===== config.mk =====
export PLATFORM = sky130hd
export DESIGN_NAME = csi_lane_merge
export DESIGN_NICKNAME = d
export VERILOG_FILES = /design/src/rtl/csi_lane_merge.sv
export SDC_FILE = /design/constraint.sdc
export NUM_CORES = 1
export LEC_CHECK = 0
export ABC_AREA = 1
export CAP_MARGIN = 20
export CORE_AREA = 2 2 116 162
export CTS_CLUSTER_DIAMETER = 200
export CTS_CLUSTER_SIZE = 30
export DETAILED_ROUTE_END_ITERATION = 6
export DIE_AREA = 0 0 118 164
export GPL_ROUTABILITY_DRIVEN = 0
export PLACE_DENSITY_LB_ADDON = 0.3
export SYNTH_ARGS = -nofsm -noshare
export SYNTH_HDL_FRONTEND = slang
export SYNTH_SLANG_ARGS = --single-unit

===== constraint.sdc =====
create_clock -name clk -period 5.3 [get_ports clk]
set_input_delay 1.59 -clock clk [delete_from_list [all_inputs] [get_ports clk]]
set_output_delay 1.59 -clock clk [all_outputs]
set_load 0.005 [all_outputs]

===== src/rtl/csi_lane_merge.sv =====
// -----------------------------------------------------------------------------
// csi_lane_merge
//   Deskews four D-PHY HS byte lanes on their start-of-transmission markers and
//   merges them into 32-bit words for the CSI-2 header/payload resolver.
//   Lane 0 lands in data[7:0], lane 3 in data[31:24].
//
// Ports
//   clk         in   byte clock, all lanes synchronous to it
//   rstn        in   asynchronous active-low reset
//   lane_byte   in   [31:0] packed lane bytes, lane i at [8i+7:8i]
//   lane_valid  in   [3:0] per-lane byte strobe
//   lane_sot    in   [3:0] per-lane SoT pulse, coincident with first byte
//   hs_mode     in   [3:0] per-lane HS-active level
//   data        out  [31:0] merged word
//   byte_gate   out  [3:0] 4'b1111 for exactly the cycles data is valid
//   found_sot   out  [3:0] 4'b1111 while streaming
//   data_offs   out  [8:0] index of current word since SoT, saturates at 511
//   skew_err    out  one-cycle pulse, lanes not aligned within SKEW_MAX
//   ovf_err     out  one-cycle pulse, push into a full lane FIFO
// -----------------------------------------------------------------------------
module csi_lane_merge #(
    parameter int SKEW_MAX = 3,
    parameter int DEPTH    = 4
) (
    input  logic        clk,
    input  logic        rstn,
    input  logic [31:0] lane_byte,
    input  logic [3:0]  lane_valid,
    input  logic [3:0]  lane_sot,
    input  logic [3:0]  hs_mode,
    output logic [31:0] data,
    output logic [3:0]  byte_gate,
    output logic [3:0]  found_sot,
    output logic [8:0]  data_offs,
    output logic        skew_err,
    output logic        ovf_err
);

    localparam int AW = (DEPTH > 1) ? $clog2(DEPTH) : 1;
    localparam int CW = $clog2(DEPTH + 1);
    localparam int SW = $clog2(SKEW_MAX + 2);

    typedef enum logic [1:0] {
        ST_IDLE   = 2'd0,
        ST_ALIGN  = 2'd1,
        ST_STREAM = 2'd2,
        ST_ERR    = 2'd3
    } state_t;

    state_t          state_q, state_d;
    logic [3:0]      sot_seen_q, sot_seen_d;
    logic [SW-1:0]   skew_cnt_q, skew_cnt_d;
    logic [8:0]      word_cnt_q, word_cnt_d;

    logic [7:0]      mem_q    [4][DEPTH];
    logic [AW-1:0]   wr_ptr_q [4];
    logic [AW-1:0]   rd_ptr_q [4];
    logic [CW-1:0]   cnt_q    [4];

    logic [31:0]     data_q, data_d;
    logic [3:0]      byte_gate_q, byte_gate_d;
    logic [3:0]      found_sot_q, found_sot_d;
    logic [8:0]      data_offs_q, data_offs_d;
    logic            skew_err_q, skew_err_d;
    logic            ovf_err_q, ovf_err_d;

    logic [3:0]      full_s;
    logic [3:0]      nempty_s;
    logic [31:0]     head_s;
    logic [3:0]      push_req_s;
    logic [3:0]      wr_en_s;
    logic            pop_s;
    logic            flush_s;
    logic            ovf_s;
    logic [3:0]      seen_now_s;

    // FIFO status flags and the byte at the head of each lane FIFO
    always_comb begin
        full_s   = 4'b0000;
        nempty_s = 4'b0000;
        head_s   = 32'd0;
        for (int i = 0; i < 4; i++) begin
            full_s[i]         = (cnt_q[i] == CW'(DEPTH));
            nempty_s[i]       = (cnt_q[i] != CW'(0));
            head_s[8*i +: 8]  = mem_q[i][rd_ptr_q[i]];
        end
    end

    // Next-state, FIFO control and output-register next values
    always_comb begin
        state_d     = state_q;
        sot_seen_d  = sot_seen_q;
        skew_cnt_d  = skew_cnt_q;
        word_cnt_d  = word_cnt_q;
        data_d      = data_q;
        byte_gate_d = 4'b0000;
        data_offs_d = data_offs_q;
        skew_err_d  = 1'b0;
        ovf_err_d   = 1'b0;
        push_req_s  = 4'b0000;
        pop_s       = 1'b0;
        flush_s     = 1'b0;
        ovf_s       = 1'b0;
        seen_now_s  = sot_seen_q | (lane_sot & lane_valid);

        case (state_q)
            ST_IDLE: begin
                word_cnt_d = 9'd0;
                if ((lane_sot & lane_valid) != 4'b0000) begin
                    sot_seen_d = lane_sot & lane_valid;
                    push_req_s = lane_sot & lane_valid;
                    // The SoT cycle itself counts as the first skew cycle.
                    skew_cnt_d = SW'(1);
                    state_d    = ST_ALIGN;
                end else begin
                    sot_seen_d = 4'b0000;
                    skew_cnt_d = SW'(0);
                    flush_s    = 1'b1;
                end
            end

            ST_ALIGN: begin
                if (hs_mode != 4'b1111) begin
                    // End of burst wins over any error raised this cycle.
                    state_d    = ST_IDLE;
                    flush_s    = 1'b1;
                    sot_seen_d = 4'b0000;
                    skew_cnt_d = SW'(0);
                    word_cnt_d = 9'd0;
                end else begin
                    sot_seen_d = seen_now_s;
                    push_req_s = lane_valid & seen_now_s;
                    ovf_s      = ((push_req_s & full_s) != 4'b0000);
                    if ((seen_now_s != 4'b1111) && (skew_cnt_q == SW'(SKEW_MAX))) begin
                        skew_err_d = 1'b1;
                        state_d    = ST_ERR;
                    end else if (ovf_s) begin
                        ovf_err_d  = 1'b1;
                        state_d    = ST_ERR;
                    end else if (seen_now_s == 4'b1111) begin
                        skew_cnt_d = SW'(0);
                        state_d    = ST_STREAM;
                    end else begin
                        skew_cnt_d = skew_cnt_q + SW'(1);
                    end
                end
            end

            ST_STREAM: begin
                if (hs_mode != 4'b1111) begin
                    state_d    = ST_IDLE;
                    flush_s    = 1'b1;
                    sot_seen_d = 4'b0000;
                    word_cnt_d = 9'd0;
                end else begin
                    pop_s      = (nempty_s == 4'b1111);
                    push_req_s = lane_valid & sot_seen_q;
                    // A full lane that is popped this cycle can still accept.
                    ovf_s      = ((push_req_s & full_s & ~{4{pop_s}}) != 4'b0000);
                    if (pop_s) begin
                        data_d      = head_s;
                        byte_gate_d = 4'b1111;
                        data_offs_d = word_cnt_q;
                        if (word_cnt_q != 9'd511) begin
                            word_cnt_d = word_cnt_q + 9'd1;
                        end else begin
                            word_cnt_d = word_cnt_q;
                        end
                    end else begin
                        byte_gate_d = 4'b0000;
                    end
                    if (ovf_s) begin
                        ovf_err_d = 1'b1;
                        state_d   = ST_ERR;
                    end else begin
                        state_d   = ST_STREAM;
                    end
                end
            end

            ST_ERR: begin
                flush_s    = 1'b1;
                sot_seen_d = 4'b0000;
                skew_cnt_d = SW'(0);
                word_cnt_d = 9'd0;
                if (hs_mode == 4'b0000) begin
                    state_d = ST_IDLE;
                end else begin
                    state_d = ST_ERR;
                end
            end

            default: begin
                state_d    = ST_IDLE;
                flush_s    = 1'b1;
                sot_seen_d = 4'b0000;
                skew_cnt_d = SW'(0);
                word_cnt_d = 9'd0;
            end
        endcase

        // Offending bytes into a full, unpopped FIFO are dropped.
        wr_en_s = push_req_s & (~full_s | {4{pop_s}});

        if (state_d == ST_STREAM) begin
            found_sot_d = 4'b1111;
        end else begin
            found_sot_d = 4'b0000;
            data_offs_d = 9'd0;
        end
    end

    // State, lane FIFOs and registered outputs
    always_ff @(posedge clk or negedge rstn) begin
        if (!rstn) begin
            state_q     <= ST_IDLE;
            sot_seen_q  <= 4'b0000;
            skew_cnt_q  <= SW'(0);
            word_cnt_q  <= 9'd0;
            data_q      <= 32'd0;
            byte_gate_q <= 4'b0000;
            found_sot_q <= 4'b0000;
            data_offs_q <= 9'd0;
            skew_err_q  <= 1'b0;
            ovf_err_q   <= 1'b0;
            for (int i = 0; i < 4; i++) begin
                wr_ptr_q[i] <= AW'(0);
                rd_ptr_q[i] <= AW'(0);
                cnt_q[i]    <= CW'(0);
                for (int j = 0; j < DEPTH; j++) begin
                    mem_q[i][j] <= 8'd0;
                end
            end
        end else begin
            state_q     <= state_d;
            sot_seen_q  <= sot_seen_d;
            skew_cnt_q  <= skew_cnt_d;
            word_cnt_q  <= word_cnt_d;
            data_q      <= data_d;
            byte_gate_q <= byte_gate_d;
            found_sot_q <= found_sot_d;
            data_offs_q <= data_offs_d;
            skew_err_q  <= skew_err_d;
            ovf_err_q   <= ovf_err_d;
            for (int i = 0; i < 4; i++) begin
                if (flush_s) begin
                    wr_ptr_q[i] <= AW'(0);
                    rd_ptr_q[i] <= AW'(0);
                    cnt_q[i]    <= CW'(0);
                end else begin
                    if (wr_en_s[i]) begin
                        mem_q[i][wr_ptr_q[i]] <= lane_byte[8*i +: 8];
                        wr_ptr_q[i]           <= wr_ptr_q[i] + AW'(1);
                    end
                    if (pop_s) begin
                        rd_ptr_q[i] <= rd_ptr_q[i] + AW'(1);
                    end
                    cnt_q[i] <= cnt_q[i] + CW'(wr_en_s[i]) - CW'(pop_s);
                end
            end
        end
    end

    assign data      = data_q;
    assign byte_gate = byte_gate_q;
    assign found_sot = found_sot_q;
    assign data_offs = data_offs_q;
    assign skew_err  = skew_err_q;
    assign ovf_err   = ovf_err_q;

endmodule


Yosys cells after proc, flatten, opt, wreduce, memory -nomap -nowiden
Cells that the tools add are included.
- input bits: 46
- register bits: 225
- output and inout port bits: 51
- bitwise logic cells: 21
- magnitude comparators: 12
- multiplexer cells: 93
- reductions and logical operators: 30
- $add $sub $neg: 18
- eq/ne operators: 23
- operators by type and width (kind ; number):
    $bwmux 32 ; 4
    $mux 8 ; 12
    $mux 9 ; 8
    $bmux 8 s2 ; 4
    $demux 8 s2 ; 4
    $mux 2 ; 23
    $mux 4 ; 9
    $and 4x4->4 ; 7
    $pmux 9 s3 ; 1
    $ge 3x3->1 const B ; 8
    $mux 3 ; 8
    $not 2->3 ; 8
    $add 2x1->2 const B ; 8
    $pmux 4 s4 ; 1
    $reduce_bool 3->1 ; 5
    $mux 1 ; 14
    $add 3x1->3 ; 4
    $eq 3x3->1 const B ; 4
    $lt 3x1->1 const B ; 4
    $ne 3x3->1 const B ; 4
    $pmux 4 s3 ; 1
    $reduce_and 3->1 ; 4
    $reduce_bool 4->1 ; 3
    $sub 3x1->3 ; 4
    23 further kinds ; 45

Depth between registers and ports, before layout
- depth after elaboration: 12
- depth in mapped cells: 15
- depth with buffers taken out: 14

Least setup slack after synthesis
OpenSTA, ideal clock, no wires.
- path kind: input port to flip-flop
- start: input hs_mode[0]
- end: register cnt_q[11] (netlist bit)
- stages: 12
- library setup time: 72 ps
- data required time: 5228 ps
- arrival: 3441 ps
- setup slack: 1787 ps
- path buffers: 1
- cell sequence: nand4_4 > nor2_4 > nand2_4 > inv_2 > buf_2 > ha_1 > inv_1 > ha_1 > inv_1 > fa_1 > xor2_1 > nor2_1
- cells in the longest elaborated chain, start to end: 8
- elaborated cells between the ends (all ways): 13
- those cells by class: 2 x add/sub; 1 x eq/ne; 8 x mux; 2 x bitwise
- ends and longest elaborated chain (item ; RTL line ; source):
    start, declared ; 30 ; input logic [3:0] hs_mode,
    $ne 4x4->1 (*) ; 150 ; if (hs_mode != 4'b1111) begin
    $mux 1 (*) ; 150 ;
    $mux 1 (*) ; 106 ; case (state_q)
    named net pop_s ; 72 ; logic pop_s;
    $or 4x4->4 ; 203 ; wr_en_s = push_req_s & (~full_s | {4{pop_s}});
    $and 4x4->4 ; 203 ;
    $add 3x1->3 ; 258 ; cnt_q[i] <= cnt_q[i] + CW'(wr_en_s[i]) - CW'(pop_s);
    $sub 3x1->3 (*) ; 258 ;
    $mux 3 (*) ; 246 ; if (flush_s) begin
    end signal, assigned by index ; 258 ;
    end, declared ; 58 ; logic [CW-1:0] cnt_q [4];
The timed path passes the listed nets; every way through them passes the cells marked *.
A chain may end at the register's enable or synchronous reset.

Worst setup path in the final report
- start: input hs_mode[0]
- end: register cnt_q[5] (netlist bit)
- cells in the longest elaborated chain, start to end: 8
- elaborated cells between the ends (all ways): 13
- those cells by class: 2 x add/sub; 1 x eq/ne; 8 x mux; 2 x bitwise
- ends and longest elaborated chain (item ; RTL line):
    $ne 4x4->1 (*) ; 123, 150
    $mux 1 ; 150
    $mux 1 ; 106
    $or 4x4->4 ; 203
    $and 4x4->4 ; 203
    $add 3x1->3 ; 258
    $sub 3x1->3 ; 258
    $mux 3 (*) ; 246
Mark *: on every way between the ends. The rest lies on a longest branch, timed or not.

==> metrics.txt <==
vias per cell=5.483; cts hold-fix bufs=0; Post-Layout Cell Count=1637; Tcrit/Tclk final=73.72%; hold slack final=476.8 ps; Placement Rows=58; kind of critical path=in2reg; initial antenna violation count=0; syn_nets=1431; clock buffer depth=3; Multi-input gate area=4846 um2; maximum vdd drop=309.6 uV; clk_lat worst skew=470 ps; antenna cell count=0; drt pass-1 iters=5; max cap viols=0; Worst Path Arrival=4260 ps; setup TNS=0 ps; mean post-synth cell area=8.207 um2; power per cell area=345.3 nW/um2; clk sinks=219; Layout area overhead=11.06%; DP HPWL=16710 um; Clock Tree Root=clkbuf_16; Rel. slew slack=36.97%; status=complete, no violations; global-route wire length before repair=41940 um; cells resized by post-CTS repair=0; share of cells above drive strength 1=4.223%; final wirelength=24280 um; unrepaired setup endpoints after global routing=false; Critical Path Slowest Stage Cell=clkdlybuf4s50_1; Synth warnings=0; initial drt markers=694; WL/cell=14.83 um; grt ovf=0; CP startpoint kind=input port; Final Critical Period=3907 ps; DRC viols=0; Initial Util=61.77%; # fillers=1489; Post-Place Cells=1625; core area=17920 um2; CTS tree=built; setup bufs post-CTS=0; crit-path max FO=27; register bit total from synthesis=219; register area=5480 um2; vias in the first global route=8821; max incr delay on CP=520 ps; Worst Setup End Kind=flop; Max H-tree Level=1; largest net degree at the start of global routing=125; Seq/Total Area, Yosys=49.50%; Slew @ Worst Pin=945.5 ps; final slew viol count=0; nets@finish=1480; Die ar.=19350 um2; Layout Skew=26.37 ps; Die Ht=164 um; LEAKAGE=6.066 nW; final count of negative-setup-slack endpoints=0; Hold Crit Class=reg2reg; critical path cell sequence=clkdlybuf4s50_1 -> nand4_4 -> nor2_4 -> nand2_4 -> inv_2 -> ha_1 -> inv_1 -> ha_1 -> inv_1 -> fa_1 -> xor2_1 -> nor2_1; # IOs=97; Num CTS Buffers=11; Achievable Freq=255.9 MHz; # port buffers=96; Via Count=8976; clk slew on worst S/H paths=120 ps; Syn Inst Count=1349; Netlist cell types=32; ANT nets after route=0; mapped cell area=11070 um2; GR Util All Layers=26.14%; Fin. Hold Viols=0; CP Data Required Time=5650 ps; die width=118 um
==> area by class of cell <==
| type | instances | share of cell area (%) |
|---|---|---|
| Clock buffer | 11 | 2.239 |
| Clock inverter | 1 | 0.2442 |
| Inverter | 91 | 2.778 |
| Multi-Input combinational cell | 973 | 39.41 |
| Sequential cell | 219 | 44.57 |
| Tap cell | 240 | 2.442 |
| Timing Repair Buffer | 102 | 8.323 |
==> kinds of logic after synthesis <==
logic type / count (synthesis) / share of synthesized area, %
xor gates and xnor gates: 12 / 0.9493
DFF: 219 / 49.50
AOI/OAI and AO/OA: 148 / 7.199
buffers and inverters: 157 / 6.735
adders and majority gates: 36 / 4.339
and+or+nand+nor: 777 / 31.28
==> Yosys cell counts <==
cell type | n | area, um2
a31oi_1 | 33 | 206.5
nand3_2 | 9 | 90.09
nand3_1 | 154 | 770.7
nand2_4 | 2 | 22.52
o21ai_0 | 98 | 490.5
dfrtp_1 | 219 | 5480
nand4_1 | 1 | 6.260
xor2_1 | 8 | 70.07
a21oi_1 | 11 | 55.05
nand2_1 | 363 | 1363
nand2_2 | 4 | 25.02
a21boi_0 | 1 | 7.510
o21a_1 | 1 | 7.510
nor2_1 | 219 | 822.0
buf_6 | 13 | 146.4
nor2_2 | 2 | 12.51
xnor2_1 | 4 | 35.03
nor3_1 | 3 | 15.01
ha_1 | 32 | 400.4
clkinv_1 | 5 | 18.77
nand3_4 | 10 | 175.2
nor2_4 | 3 | 33.78
o211ai_1 | 4 | 30.03
buf_2 | 23 | 115.1
inv_2 | 4 | 15.01
nor4_1 | 1 | 6.260
fa_1 | 4 | 80.08
inv_1 | 82 | 307.8
nand4_4 | 1 | 21.27
buf_4 | 8 | 60.06
clkbuf_1 | 22 | 82.58
nor2_8 | 5 | 100.1
==> final timing paths <==
| check | slack, ps | startpoint | to | cells after the start |
|---|---|---|---|---|
| setup / recovery | 1390 | hs_mode[0] | cnt_q[5]$_DFF_PN0_ | 12 |
| hold / removal | 480 | mem_q[68]$_DFFE_PN0P_ | mem_q[68]$_DFFE_PN0P_ | 2 |
| setup reg to reg | 2310 | state_q[0]$_DFF_PN0_ | cnt_q[5]$_DFF_PN0_ | 13 |
| hold reg to reg | 480 | mem_q[68]$_DFFE_PN0P_ | mem_q[68]$_DFFE_PN0P_ | 2 |
| max in group asynchronous | 3180 | rstn | mem_q[116]$_DFFE_PN0P_ | 2 |
| min in group asynchronous | 1160 | rstn | skew_cnt_q[2]$_DFFE_PN0P_ | 1 |
==> critical path: cells and delay by family <==
family | cells | cell delay, ps
buffers and inverters | 4 | 950
xor gates and xnor gates | 1 | 160
adders and majority gates | 3 | 810
and+or+nand+nor | 4 | 720
==> cells in the final DEF (no fill, tap or decap), drive strengths merged <==
cell           Yosys  layout
o21a               1       1
o21ai             98      98
buf               44       7
nor4               1       1
nor3               3       3
nand2            369     369
nand3            173     173
xnor2              4       4
xor2               8       8
fa                 4       4
o211ai             4       4
ha                32      32
nor2             229     229
a31oi             33      33
dfrtp            219     219
nand4              2       2
a21boi             1       1
clkdlybuf4s50      0      95
clkbuf            22      11
a21oi             11      11
clkinv             5       6
inv               86      86
==> flip-flops by register name, summed over array words and instances, names as in the netlist <==
name        flops
data           32
rd_ptr_q        8
skew_cnt_q      3
word_cnt_q      9
byte_gate       1
cnt_q          12
sot_seen_q      4
data_offs       9
wr_ptr_q        8
mem_q         128
skew_err        1
found_sot       1
state_q         2
ovf_err         1
==> metrics by stage <==
stage	setup WS, ps	utilization [%]	power [mW]	area [um2]
global route	1181	68.60	4.529	12300
detailed placement	915.4	66.90	3.352	11990
CTS	1398	68.60	4.272	12300
floorplan	1787	-	3.051	11070
global placement	989.2	66.90	3.309	11990
finish	1393	68.60	4.246	12300
==> power breakdown <==
part           switching, mW  internal [mW]  total [mW]
clock                  0.535          0.389       0.924
combinational          0.881          0.393        1.27
sequential             0.143           1.91        2.05
total                   1.56           2.69        4.25
==> metal layers <==
metal,global-route usage (%),wire [um],share of wire [%],vias to the layer above
met3,2.708,1273,5.2,45
met5,0,0,0,-
met4,7.284,503,2.1,0
met2,48.07,12540,52,278
li1,-,-,-,4398
met1,32.90,9962,41,4255
Note: power is estimated with default switching activity, not from simulation.
==> edit (same flow settings) <==
Set the parameter `SKEW_MAX` to 6 (it was 3).
--- a/src/rtl/csi_lane_merge.sv
+++ b/src/rtl/csi_lane_merge.sv
@@ -19,7 +19,7 @@
 //   ovf_err     out  one-cycle pulse, push into a full lane FIFO
 // -----------------------------------------------------------------------------
 module csi_lane_merge #(
-    parameter int SKEW_MAX = 3,
+    parameter int SKEW_MAX = 6,
     parameter int DEPTH    = 4
 ) (
     input  logic        clk,
Check against the original RTL: same outputs for any inputs over 4 cycles, from zero or initial values and one cycle with rstn low; that may be too few to reach the edited logic, so the function may still have changed.
==> edit against the unedited design <==
- design area decreased by 0.60%
- synthesized cell count increased by 0.22%
- hold slack got worse by 0.0072 ns
- power increased by 0.40%
- global-route usage decreased by 0.54 points
- area after synthesis decreased by 0.63%
- wire length decreased by 0.18%
- sequential cell count unchanged
- setup slack got worse by 0.12 ns
- via count decreased by 0.33%
- critical path type unchanged
- largest cell class unchanged
- largest power group unchanged
- highest routed layer unchanged
==> edit: results (changes against the unedited design) <==
DR iter-0 viols = 628 (was 694)
initial antenna violation count = 1 (was 0)
Nets = 1,481 (was 1,480)
clock network share of area = 2.498% (was 2.483%)
vias in the first global route = 8,750 (was 8,821)
Leak Pwr = 6.095 nW (was 6.066 nW)
share of cells above drive strength 1 = 3.362% (was 4.223%)
gr usage total = 25.60% (was 26.14%)
Fin. Hold Viols = 0 (unchanged)
fillers = 1,536 (was 1,489)
worst relative slew slack = 41.43% (was 36.97%)
register area share after synthesis = 49.81% (was 49.50%)
vias = 8,946 (was 8,976)
Worst R2R Setup Slack = 2.21 ns (was 2.31 ns)
# Post-CTS Setup Buffers = 0 (unchanged)
Worst Reg2Reg Path Length in Cells = 14 (was 13)
Non-Clock Buffer Count = 101 (was 102)
Non-clock buffers, area share = 8.312% (was 8.323%)
Synth Area in XOR/XNOR = 0.9553% (was 0.9493%)
crit path DAT = 4.43 ns (was 4.26 ns)
Detailed Place HPWL = 16.82 mm (was 16.71 mm)
multi-input logic portion of the cell area = 39.02% (was 39.41%)
Synth top cells by count = 364 x nand2_1, 219 x dfrtp_1, 216 x nor2_1, 163 x nand3_1, 94 x o21ai_0 (was 363 x nand2_1, 219 x dfrtp_1, 219 x nor2_1, 154 x nand3_1, 98 x o21ai_0)
Syn Nets = 1,434 (was 1,431)
hold endpoint = mem_q[2] (was mem_q[68])
Reg power frac = 48.4% (was 48.2%)
post-synthesis adder-cell area fraction = 4.367% (was 4.339%)
first-pass GRT wire length = 41.32 mm (was 41.94 mm)
clock root buffer = clkbuf_16 (unchanged)
clock skew = 0.03299 ns (was 0.02637 ns)
max reg flops = 128 (unchanged)
Largest Register = mem_q (unchanged)
status = finished clean (unchanged)
Seq cells post-synth = 219 (unchanged)
Logic inverters = 93 (was 91)
Clk. pwr = 0.000921 W (was 0.000924 W)
switching pwr = 0.001564 W (was 0.001558 W)
Netlist cell types = 34 (was 32)
Synth Area in Compound Gates = 7.324% (was 7.199%)
Worst R2R End = cnt_q[11] (was cnt_q[5])
P per Cell Area = 348.8 mW/mm2 (was 345.3 mW/mm2)
worst hold stages = 2 (unchanged)
hold path start = mem_q[2] (was mem_q[68])
Routed WL = 24.24 mm (was 24.28 mm)
maximum VDD drop = 0.0002927 V (was 0.0003096 V)
1st-pass router iterations = 7 (was 5)
pin count of the biggest net entering global routing = 116 (was 125)
-- edit: worst max-delay path: cells and delay by family --
family | cells | cell delay, ns
and+or+nand+nor | 6 | 1.25
adders and majority gates | 3 | 0.80
buffers and inverters | 3 | 0.63
xor gates and xnor gates | 1 | 0.17
-- edit: layer usage --
layer  vias to the layer above  track usage [%]  share of wire, %
met3                        37            2.431               4.5
li1                       4405                -                 -
met5                         -                0                 0
met2                       240            47.07                52
met1                      4264            32.20                41
met4                         0            7.503               2.0
-- edit: stage by stage --
stage / hold slack (ns) / instance area (um2) / util, % / worst slack [ns] / instances
detailed placement: 0.4532 / 11920 / 66.49 / 0.7434 / 1626
global placement: 0.4477 / 11920 / 66.49 / 0.8243 / 1626
finish: 0.4695 / 12220 / 68.19 / 1.271 / 1638
floorplan: 0.4366 / 11000 / - / 1.618 / 1352
global route: 0.4969 / 12220 / 68.19 / 1.032 / 1638
CTS: 0.4749 / 12220 / 68.19 / 1.265 / 1638
